[src/rtl/display_scan_mux.sv]
// Time-multiplexed scanner for a 4-digit common-anode 7-segment display.
// Each digit owns a CLK_DIV-cycle slot that opens with GUARD dark cycles to suppress ghosting.
module display_scan_mux #(
  parameter int CLK_DIV = 50000,
  parameter int GUARD   = 2
) (
  input  logic        clk,
  input  logic        rst,
  input  logic [15:0] value,
  input  logic        load,
  input  logic        blank_lz,
  output logic [3:0]  digit,
  output logic [3:0]  an,
  output logic        slot_tick
);

  localparam int CW = (CLK_DIV > 1) ? $clog2(CLK_DIV) : 1;
  localparam logic [CW-1:0] CNT_MAX = CW'(CLK_DIV - 1);
  localparam logic [CW-1:0] GUARD_C = CW'(GUARD);

  generate
    if (CLK_DIV < 4 || CLK_DIV > (1 << 20)) begin : g_bad_div
      $error("display_scan_mux: CLK_DIV out of range");
    end
    if (GUARD < 1 || GUARD > CLK_DIV - 2) begin : g_bad_guard
      $error("display_scan_mux: GUARD out of range");
    end
  endgenerate

  logic [CW-1:0] cnt_q, cnt_d;
  logic [1:0]    idx_q, idx_d;
  logic [15:0]   value_q, value_d;
  logic          wrap;
  logic [3:0]    lz;       // lz[i]: nibbles i..3 of the next value are all zero
  logic          blank_d;
  logic [3:0]    digit_d;
  logic [3:0]    an_d;

  // Outputs are computed from next-state values so they line up with the state on the same edge.
  always_comb begin
    wrap    = (cnt_q == CNT_MAX);
    cnt_d   = wrap ? '0 : cnt_q + 1'b1;
    idx_d   = idx_q + {1'b0, wrap};
    value_d = load ? value : value_q;

    lz[3] = (value_d[15:12] == 4'h0);
    lz[2] = lz[3] && (value_d[11:8] == 4'h0);
    lz[1] = lz[2] && (value_d[7:4] == 4'h0);
    lz[0] = 1'b0;

    digit_d = value_d[{idx_d, 2'b00} +: 4];
    blank_d = blank_lz && lz[idx_d];
    if ((cnt_d < GUARD_C) || blank_d) begin
      an_d = 4'b1111;
    end else begin
      an_d = ~(4'b0001 << idx_d);
    end
  end

  always_ff @(posedge clk or posedge rst) begin
    if (rst) begin
      cnt_q     <= '0;
      idx_q     <= 2'd0;
      value_q   <= 16'h0000;
      digit     <= 4'h0;
      an        <= 4'b1111;
      slot_tick <= 1'b0;
    end else begin
      cnt_q     <= cnt_d;
      idx_q     <= idx_d;
      value_q   <= value_d;
      digit     <= digit_d;
      an        <= an_d;
      slot_tick <= wrap;
    end
  end

endmodule

[config.mk]
export PLATFORM = sky130hd
export DESIGN_NAME = display_scan_mux
export DESIGN_NICKNAME = d
export VERILOG_FILES = /design/src/rtl/display_scan_mux.sv
export SDC_FILE = /design/constraint.sdc
export NUM_CORES = 1
export LEC_CHECK = 0
export CORE_ASPECT_RATIO = 1.2
export CORE_MARGIN = 2
export CORE_UTILIZATION = 40
export CTS_CLUSTER_SIZE = 25
export DETAILED_ROUTE_END_ITERATION = 10
export GPL_TIMING_DRIVEN = 0
export PLACE_DENSITY = 0.64
export SETUP_SLACK_MARGIN = 0.2
export SYNTH_ARGS = -nofsm -noshare
export SYNTH_HDL_FRONTEND = slang
export SYNTH_SLANG_ARGS = --single-unit
[constraint.sdc]
create_clock -name clk -period 2.95 [get_ports clk]
set_input_delay 0.4425 -clock clk [delete_from_list [all_inputs] [get_ports clk]]
set_output_delay 0.4425 -clock clk [all_outputs]
set_load 0.03 [all_outputs]
After elaboration in Yosys (flattened, before gate mapping)
Index checks and enable logic that the tools add are counted.
{"block": "word_totals", "regBits": 43, "input_bits": 20, "output_inout_bits": 9, "elab_cells": 26}
{"block": "classes", "n_addsub": 2, "magnitude_cmp": 2, "eq_ne": 1, "shift": 2, "mux": 5, "bitwise_logic": 1, "reduce_logical": 7}
{"operator": "$mux 16", "count": 2}
{"operator": "$add 16x1->16 const B", "count": 1}
{"operator": "$eq 16x16->1 const B", "count": 1}
{"operator": "$lt 16x2->1 const B", "count": 1}
{"operator": "$shiftx 16x5->4", "count": 1}
{"operator": "$logic_not 4->1", "count": 3}
{"operator": "$mux 4", "count": 1}
{"operator": "$not 4->4", "count": 1}
{"operator": "$shl 1x2->4 const A", "count": 1}
{"operator": "$logic_and 1x1->1", "count": 3}
{"operator": "$lt 2x3->1 const B", "count": 1}
{"operator": "$add 2x1->2", "count": 1}
{"operator": "$bmux 1 s2", "count": 1}
{"operator": "$logic_or 1x1->1", "count": 1}
{"operator": "$mux 1", "count": 1}

Logic depth before layout (Yosys ltp)
Gate-level depths: netlist of run 1.
{"block": "depth", "word_depth": 9, "depth_mapped": 11, "ltp_nobuf": 11}

Least setup slack after synthesis of run 1
OpenSTA, ideal clock, no wires.
{"block": "synth_path", "kind": "reg-to-reg", "start": "reg cnt_q[10]", "end": "reg digit[0]", "setup_time_ns": 0.138, "arrival_ns": 2.224, "t_required_ns": 2.812, "slack_ns": 0.588, "stages_incl_launch_ff": 6, "n_path_buf": 1, "synth_period_minus_slack_ns": 2.362, "path_cell_list": "dfrtp_1 or4b_4 nor4_1 ha_1 clkbuf_1 mux4_2"}
{"block": "synth_between", "elab_chain_cells": 3}
{"element": "start: declaration", "line": "30", "rtl": "logic [CW-1:0] cnt_q, cnt_d;"}
{"element": "start signal: assignment", "line": "69", "rtl": "cnt_q <= cnt_d;"}
{"element": "$eq 16x16->1", "line": "41", "rtl": "wrap = (cnt_q == CNT_MAX);"}
{"element": "net wrap", "line": "33", "rtl": "logic wrap;"}
{"element": "$add 2x1->2", "line": "43", "rtl": "idx_d = idx_q + {1'b0, wrap};"}
{"element": "net idx_d[0]", "line": "31", "rtl": "logic [1:0] idx_q, idx_d;"}
{"element": "$shiftx 16x5->4", "line": "51", "rtl": "digit_d = value_d[{idx_d, 2'b00} +: 4];"}
{"element": "net digit_d[0]", "line": "36", "rtl": "logic [3:0] digit_d;"}
{"element": "end signal: assignment", "line": "72", "rtl": "digit <= digit_d;"}
{"element": "end: declaration", "line": "12", "rtl": "output logic [3:0] digit,"}
The timed path passes the listed nets, and every way through them passes these cells.

Worst setup path after layout of run 1
{"block": "layout_path", "start": "reg cnt_q[10]", "end": "reg an[2]"}
{"block": "layout_between", "word_cells_on_any_way": 12, "classes_between": "2 x add/sub; 1 x order compare; 1 x eq/ne; 1 x shift; 4 x mux; 1 x bitwise; 2 x reduce/logical"}
{"element": "$eq 16x16->1", "line": "41"}
{"element": "$mux 16", "line": "42", "rtl": "cnt_d = wrap ? '0 : cnt_q + 1'b1;"}
{"element": "net cnt_d[6]", "line": "30"}
{"element": "$lt 16x2->1", "line": "53", "rtl": "if ((cnt_d < GUARD_C) || blank_d) begin"}
{"element": "$logic_or 1x1->1", "line": "53"}
{"element": "$mux 4", "line": "53"}
{"element": "net an_d[2]", "line": "37", "rtl": "logic [3:0] an_d;"}
{"element": "end signal: assignment", "line": "73", "rtl": "an <= an_d;"}
{"element": "end: declaration", "line": "13", "rtl": "output logic [3:0] an,"}
The timed path passes the listed nets, and every way through them passes these cells. The select of a mux whose other input is x is not followed.

==> impl_metrics.py, run 1 <==
metrics = {
    "timing": {
        "fin_crit_ps": 2560,
        "rsz0062_at_grt": "no",
        "worst_slew_margin_rel_pct": 41.7,
        "max_freq_mhz": 390,
        "slew_viol_final": 0,
        "setup_violations": 0,
        "fin_tns_setup_ps": 0,
        "worst_slack_ps": 385,
        "finalCritPeriodShare_pct": 86.9,
        "hold_violations": 0,
        "fin_skew_ps": 9.83,
        "tightest_slew_ps": 873,
    },
    "placed_design": {
        "postPlaceCellArea_mm2": 0.00234,
        "port_buffers": 27,
        "dpl.hpwl_um": 3050,
        "routabilityCongestion": 0.839,
        "pre_cts_ws_ps": 41.0,
    },
    "cts": {
        "cts_tree": "done",
        "numCtsBuffers": 5,
        "htree_levels": 2,
        "clockRootBuffer": "clkbuf_8",
        "clock_sinks": 43,
        "clk_path_buf_depth": 2,
        "worstSkewPairLatency_ps": 300,
        "clk_pin_slew_worst_paths_ps": 90,
        "postCtsSetupBuffers": 0,
    },
    "yosys": {
        "synth_edf_count": 0,
        "yosys_warnings": 0,
        "async_reset_ff_share_pct": 100,
        "synthFlopType": "dfrtp_1",
        "ys_ff_latch": 43,
        "synth_seq_area_share_pct": 54.1,
        "synth_area_mm2": 0.00200,
        "synth_cell_types": 35,
        "avgSynthCellArea_um2": 12.1,
        "synthCells": 165,
        "synth_fp_nets": 187,
    },
    "route": {
        "routed-via-count": 1448,
        "drtIter0Drc": 78,
        "viasPerCell": 5.57,
        "met1_length_um": 1770,
        "drt.antenna.violating_nets": 0,
        "top_layer": "met4",
        "wire_per_inst_um": 16.4,
        "dr_wl_met2_um": 2210,
        "remaining_drc_errors": 0,
        "met3_length_um": 202,
        "dr.pass1.iters": 4,
        "wl_um": 4270,
    },
    "cells_and_area": {
        "finish.instance_area_mm2": 0.00252,
        "nNetsFinal": 221,
        "drive_gt1_share_pct": 21.5,
        "diodes": 0,
        "postLayoutCoreUtil_pct": 51.8,
        "area_delta_synth_final_pct": 26.2,
    },
    "critical_path": {
        "path_cells": "or4b_4 -> or3_1 -> a311o_1 -> nor4_2 -> nand4b_1 -> nand3b_1",
        "cp_slowest_stage_delay_ps": 610,
        "required_ps": 3180,
        "path_buf_inv": 0,
        "cp_slowest_cell": "or4b_4",
        "cp_max_fo": 4,
        "arrival_ps": 2800,
        "end_kind": "flop",
        "critical_path_class": "flop to flop",
        "startpoint_type": "flop",
        "cp_top_family": "simple AND/OR/NAND/NOR gates",
    },
    "floorplan": {
        "die_area_mm2": 0.00558,
        "fp.dieW_um": 68.5,
        "core_mm2": 0.00487,
        "fp.dieH_um": 81.5,
        "ioPinCount": 29,
        "initial_utilization_pct": 41.1,
        "fp-row-count": 28,
    },
    "global_routing": {
        "grtUsageTotal_pct": 17.2,
        "grt_pass1_wl_um": 7060,
        "grt_max_degree": 44,
        "antenna_found_initial": 0,
        "grt_pass1_vias": 1557,
        "overflow": 0,
    },
    "run_status": {
        "outcome": "completed",
    },
    "flow_run": {
        "maxCapViolCount": 0,
    },
    "pwr": {
        "ir_drop_uv": 285,
        "p_leak_nw": 1.05,
        "power_density_mw_per_mm2": 473,
    },
    "worst_hold_path": {
        "hold_path_class": "flop to flop",
    },
}
## state kept, by name, summed over array words and instances (netlist names)
signal	count
cnt_q	16
an	4
idx_q	2
value_q	16
digit	4
slot_tick	1
## cells by family after synthesis
family / synth area share, %
flops: 54.1
simple gates: 19.4
xor+xnor: 5.26
buf+inv: 1.69
mux: 13.5
fa+ha+maj: 1.25
compound gates: 4.82
## path summary, 6_finish.rpt
path                                 startpoint                    to  slack [ps]  cells past startpoint
setup / recovery            cnt_q[10]$_DFF_PP0_       an[2]$_DFF_PP1_         390                      6
hold / removal             value_q[3]$_DFF_PP0_  value_q[3]$_DFF_PP0_         500                      1
setup reg to reg            cnt_q[10]$_DFF_PP0_       an[2]$_DFF_PP1_         390                      6
hold reg to reg            value_q[3]$_DFF_PP0_  value_q[3]$_DFF_PP0_         500                      1
max in group asynchronous                   rst    digit[2]$_DFF_PP0_        1750                      2
min in group asynchronous                   rst    digit[3]$_DFF_PP0_         650                      2
## cell type report
class / count / area [um2]
clock buffers: 5 / 68.8
multi-input cells: 113 / 948
flip-flops and latches: 43 / 1080
repair buffers: 27 / 270
inverters: 4 / 15.0
plain buffers: 5 / 20.0
clock inverters: 3 / 43.8
well taps: 60 / 75.1
fillers: 419 / 2350
## synth_stat cells, types with 4 or more instances
cell      count  area, um2
nor3_1        6       30.0
nand3_1       5       25.0
dfrtp_1      39        976
mux4_2        4       90.1
dfstp_2       4        105
xor2_1        6       52.6
clkbuf_1      5       18.8
xnor2_1       6       52.6
nand4_1       6       37.5
mux2_2       16        180
or4_1         5       37.5
nor4_1        6       37.5
nor2_1        9       33.8
nand2_1      12       45.0
inv_1         4       15.0
## layout by cell type (no fill, tap or decap), types with 2 or more instances in the layout
cell	n
a211oi_1	2
a21oi_1	2
a31oi_1	2
and3_1	2
and4_1	2
clkbuf_1	4
clkbuf_8	5
clkdlybuf4s50_1	27
dfrtp_1	39
dfstp_2	4
ha_1	2
inv_1	2
inv_2	2
mux2_2	16
mux4_2	4
nand2_1	12
nand3_1	4
nand4_1	6
nor2_1	9
nor2b_1	2
nor3_1	6
nor4_1	4
nor4_2	2
nor4_4	2
o211ai_1	2
o21ai_0	2
o31ai_1	2
or4_1	5
xnor2_1	6
xor2_1	6
## metal layers
layer	GRT usage [%]	up-vias
li1	-	684
met1	19.2	718
met2	30.8	38
met3	4.11	8
met4	6.80	0
met5	0	-
## worst register-to-register path: stages, from the launching register on
cell and delay [ps]:
dfrtp_1 430, or4b_4 610, or3_1 370, a311o_1 410, nor4_2 290, nand4b_1 240, nand3b_1 160
## metrics by stage
step / total power, mW / cells / hold slack, ps
after floorplan: 0.696 / 165 / 467
after global placement: 0.746 / 252 / 481
after detailed placement: 0.751 / 252 / 493
after CTS: 1.21 / 260 / 509
after global routing: 1.24 / 260 / 524
final: 1.19 / 260 / 504
## where the power goes
group / total [mW] / internal (mW) / leakage (nW) / switching [mW]
Clock: 0.454 / 0.252 / 0.0581 / 0.202
Sequential: 0.626 / 0.616 / 0.527 / 0.0101
Combinational: 0.112 / 0.0594 / 0.465 / 0.0525
Total: 1.19 / 0.928 / 1.05 / 0.265
## timing repair
item | 4_1_cts | 5_1_grt
hold buffers | 0 | 0
setup endpoints to repair | 7 | 8
resized for setup | 2 | 10
Power figures use the tool's default switching activity.
==> run 2: changes to the inputs <==
--- a/config.mk
+++ b/config.mk
@@ -8,6 +8,7 @@
 export CORE_ASPECT_RATIO = 1.2
 export CORE_MARGIN = 2
 export CORE_UTILIZATION = 40
+export CTS_CLUSTER_DIAMETER = 150
 export CTS_CLUSTER_SIZE = 25
 export DETAILED_ROUTE_END_ITERATION = 10
 export GPL_TIMING_DRIVEN = 0
==> results of run 2 <==
No change in the layout: final DEF, timing and power equal those of run 1.
==> run 3: changes to the inputs <==
--- a/config.mk
+++ b/config.mk
@@ -8,10 +8,8 @@
 export CORE_ASPECT_RATIO = 1.2
 export CORE_MARGIN = 2
 export CORE_UTILIZATION = 40
-export CTS_CLUSTER_DIAMETER = 150
 export CTS_CLUSTER_SIZE = 25
 export DETAILED_ROUTE_END_ITERATION = 10
-export GPL_TIMING_DRIVEN = 0
 export PLACE_DENSITY = 0.64
 export SETUP_SLACK_MARGIN = 0.2
 export SYNTH_ARGS = -nofsm -noshare
==> impl_metrics.py, run 3 (synthesis gave the netlist of run 1 again) <==
metrics = {
    "timing": {
        "finalCritPeriodShare_pct": 84.3,
        "fin_hold_ws_ps": 510,
        "rsz0062_at_grt": "no",
        "fin_crit_ps": 2490,
        "hold_violations": 0,
        "fin_tns_setup_ps": 0,
        "worst_slack_ps": 462,
        "slew_viol_final": 0,
        "worst_slew_margin_rel_pct": 64.4,
        "setup_violations": 0,
        "fin_skew_ps": 8.93,
        "tightest_slew_ps": 529,
        "max_freq_mhz": 402,
    },
    "cts": {
        "numCtsBuffers": 5,
        "clock_sinks": 43,
        "clk_path_buf_depth": 2,
        "cts_tree": "done",
        "clockRootBuffer": "clkbuf_8",
        "htree_levels": 2,
        "clk_pin_slew_worst_paths_ps": 90,
        "hold_buffers": 0,
        "worstSkewPairLatency_ps": 290,
        "postCtsSetupBuffers": 0,
    },
    "critical_path": {
        "arrival_ps": 2700,
        "timing.rr.start": "cnt_q[10]$_DFF_PP0_",
        "cp-startpoint": "cnt_q[10]$_DFF_PP0_",
        "required_ps": 3160,
        "critical_path_class": "flop to flop",
        "startpoint_type": "flop",
        "cp_max_fo": 6,
        "end_kind": "flop",
    },
    "pwr": {
        "ir_drop_uv": 229,
        "p_leak_nw": 1.01,
        "power_mw": 1.19,
        "power_density_mw_per_mm2": 480,
    },
    "route": {
        "remaining_drc_errors": 0,
        "met1_length_um": 1720,
        "wire_per_inst_um": 16.4,
        "viasPerCell": 5.50,
        "dr_wl_met2_um": 2200,
        "drt.antenna.violating_nets": 0,
        "wl_um": 4270,
        "met3_length_um": 218,
        "routed-via-count": 1429,
        "top_layer": "met4",
        "drtIter0Drc": 68,
        "dr.pass1.iters": 4,
    },
    "floorplan": {
        "core_mm2": 0.00487,
        "ioPinCount": 29,
        "die_area_mm2": 0.00558,
        "fp-row-count": 28,
        "initial_utilization_pct": 41.1,
        "fp.dieH_um": 81.5,
        "fp.dieW_um": 68.5,
    },
    "placed_design": {
        "routabilityCongestion": 0.825,
        "pre_cts_ws_ps": 368,
        "dpl.hpwl_um": 3130,
        "port_buffers": 28,
    },
    "global_routing": {
        "antenna_found_initial": 0,
        "grt_max_degree": 44,
        "grt_pass1_wl_um": 7190,
        "grt_pass1_vias": 1509,
        "grtUsageTotal_pct": 17.6,
        "overflow": 0,
    },
    "cells_and_area": {
        "area_delta_synth_final_pct": 24.3,
        "layout_commonest_cell": "dfrtp_1",
        "layout_common_cells": "39 x dfrtp_1, 28 x clkdlybuf4s50_1, 16 x mux2_2",
        "diodes": 0,
        "drive_gt1_share_pct": 20.0,
        "nNetsFinal": 221,
        "final.fill_count": 414,
        "reg_top3": "cnt_q x16, value_q x16",
    },
    "run_status": {
        "outcome": "completed",
    },
    "worst_hold_path": {
        "worstHoldStart": "cnt_q[0]$_DFF_PP0_",
        "hold_path_class": "flop to flop",
    },
    "flow_run": {
        "maxCapViolCount": 0,
    },
}
run 3: cell count changes in the layout (fill, tap and decap cells not counted), sizes merged:
cell           delta
clkdlybuf4s50     +1
clkbuf            -5
buf               +4
run 3: critical path: stages, from the launching register on:
cell	delay, ps
dfrtp_1	420
or4b_4	580
nor4_2	190
ha_1	210
xnor2_1	190
inv_1	200
nand2_1	110
o211ai_1	80
and3_1	180
nor2_1	130
nand3b_1	110
run 3: area by class of cell:
cell class	instances	area [um2]	share of cell area, %
Clock inverter	3	43.8	1.76
Sequential cell	43	1080	43.5
Timing Repair Buffer	32	310	12.5
Inverter	4	15.0	0.604
Clock buffer	5	68.8	2.77
Tap cell	60	75.1	3.02
Multi-Input combinational cell	113	891	35.9
run 3: repair_timing:
action | CTS | global route
gates resized for setup | 0 | 1
hold endpoints to repair | 0 | 0
setup endpoints to repair | 0 | 2
run 3: layer usage:
metal | GRT usage (%) | vias up
met4 | 8.60 | 0
li1 | - | 688
met5 | 0 | -
met1 | 20.7 | 692
met2 | 29.7 | 39
met3 | 3.97 | 10
run 3: stage by stage:
stage	cells	area (um2)	utilization, %
after global placement	252	2370	48.6
final	260	2480	51.0
after global routing	260	2480	51.0
after floorplan	165	2000	-
after CTS	260	2480	50.9
after detailed placement	252	2370	48.6
run 3: report_power, final:
group	switching [mW]	internal (mW)	leakage, nW
Clock	0.200	0.252	0.0581
Combinational	0.0534	0.0618	0.422
Sequential	0.00912	0.616	0.527
run 3: final timing paths:
path / endpoint / slack, ps / depth (start not counted)
setup / recovery: an[2]$_DFF_PP1_ / 460 / 10
hold / removal: cnt_q[0]$_DFF_PP0_ / 510 / 1
setup reg to reg: an[2]$_DFF_PP1_ / 460 / 10
hold reg to reg: cnt_q[0]$_DFF_PP0_ / 510 / 1
max in group asynchronous: an[0]$_DFF_PP1_ / 2000 / 3
min in group asynchronous: cnt_q[6]$_DFF_PP0_ / 580 / 3
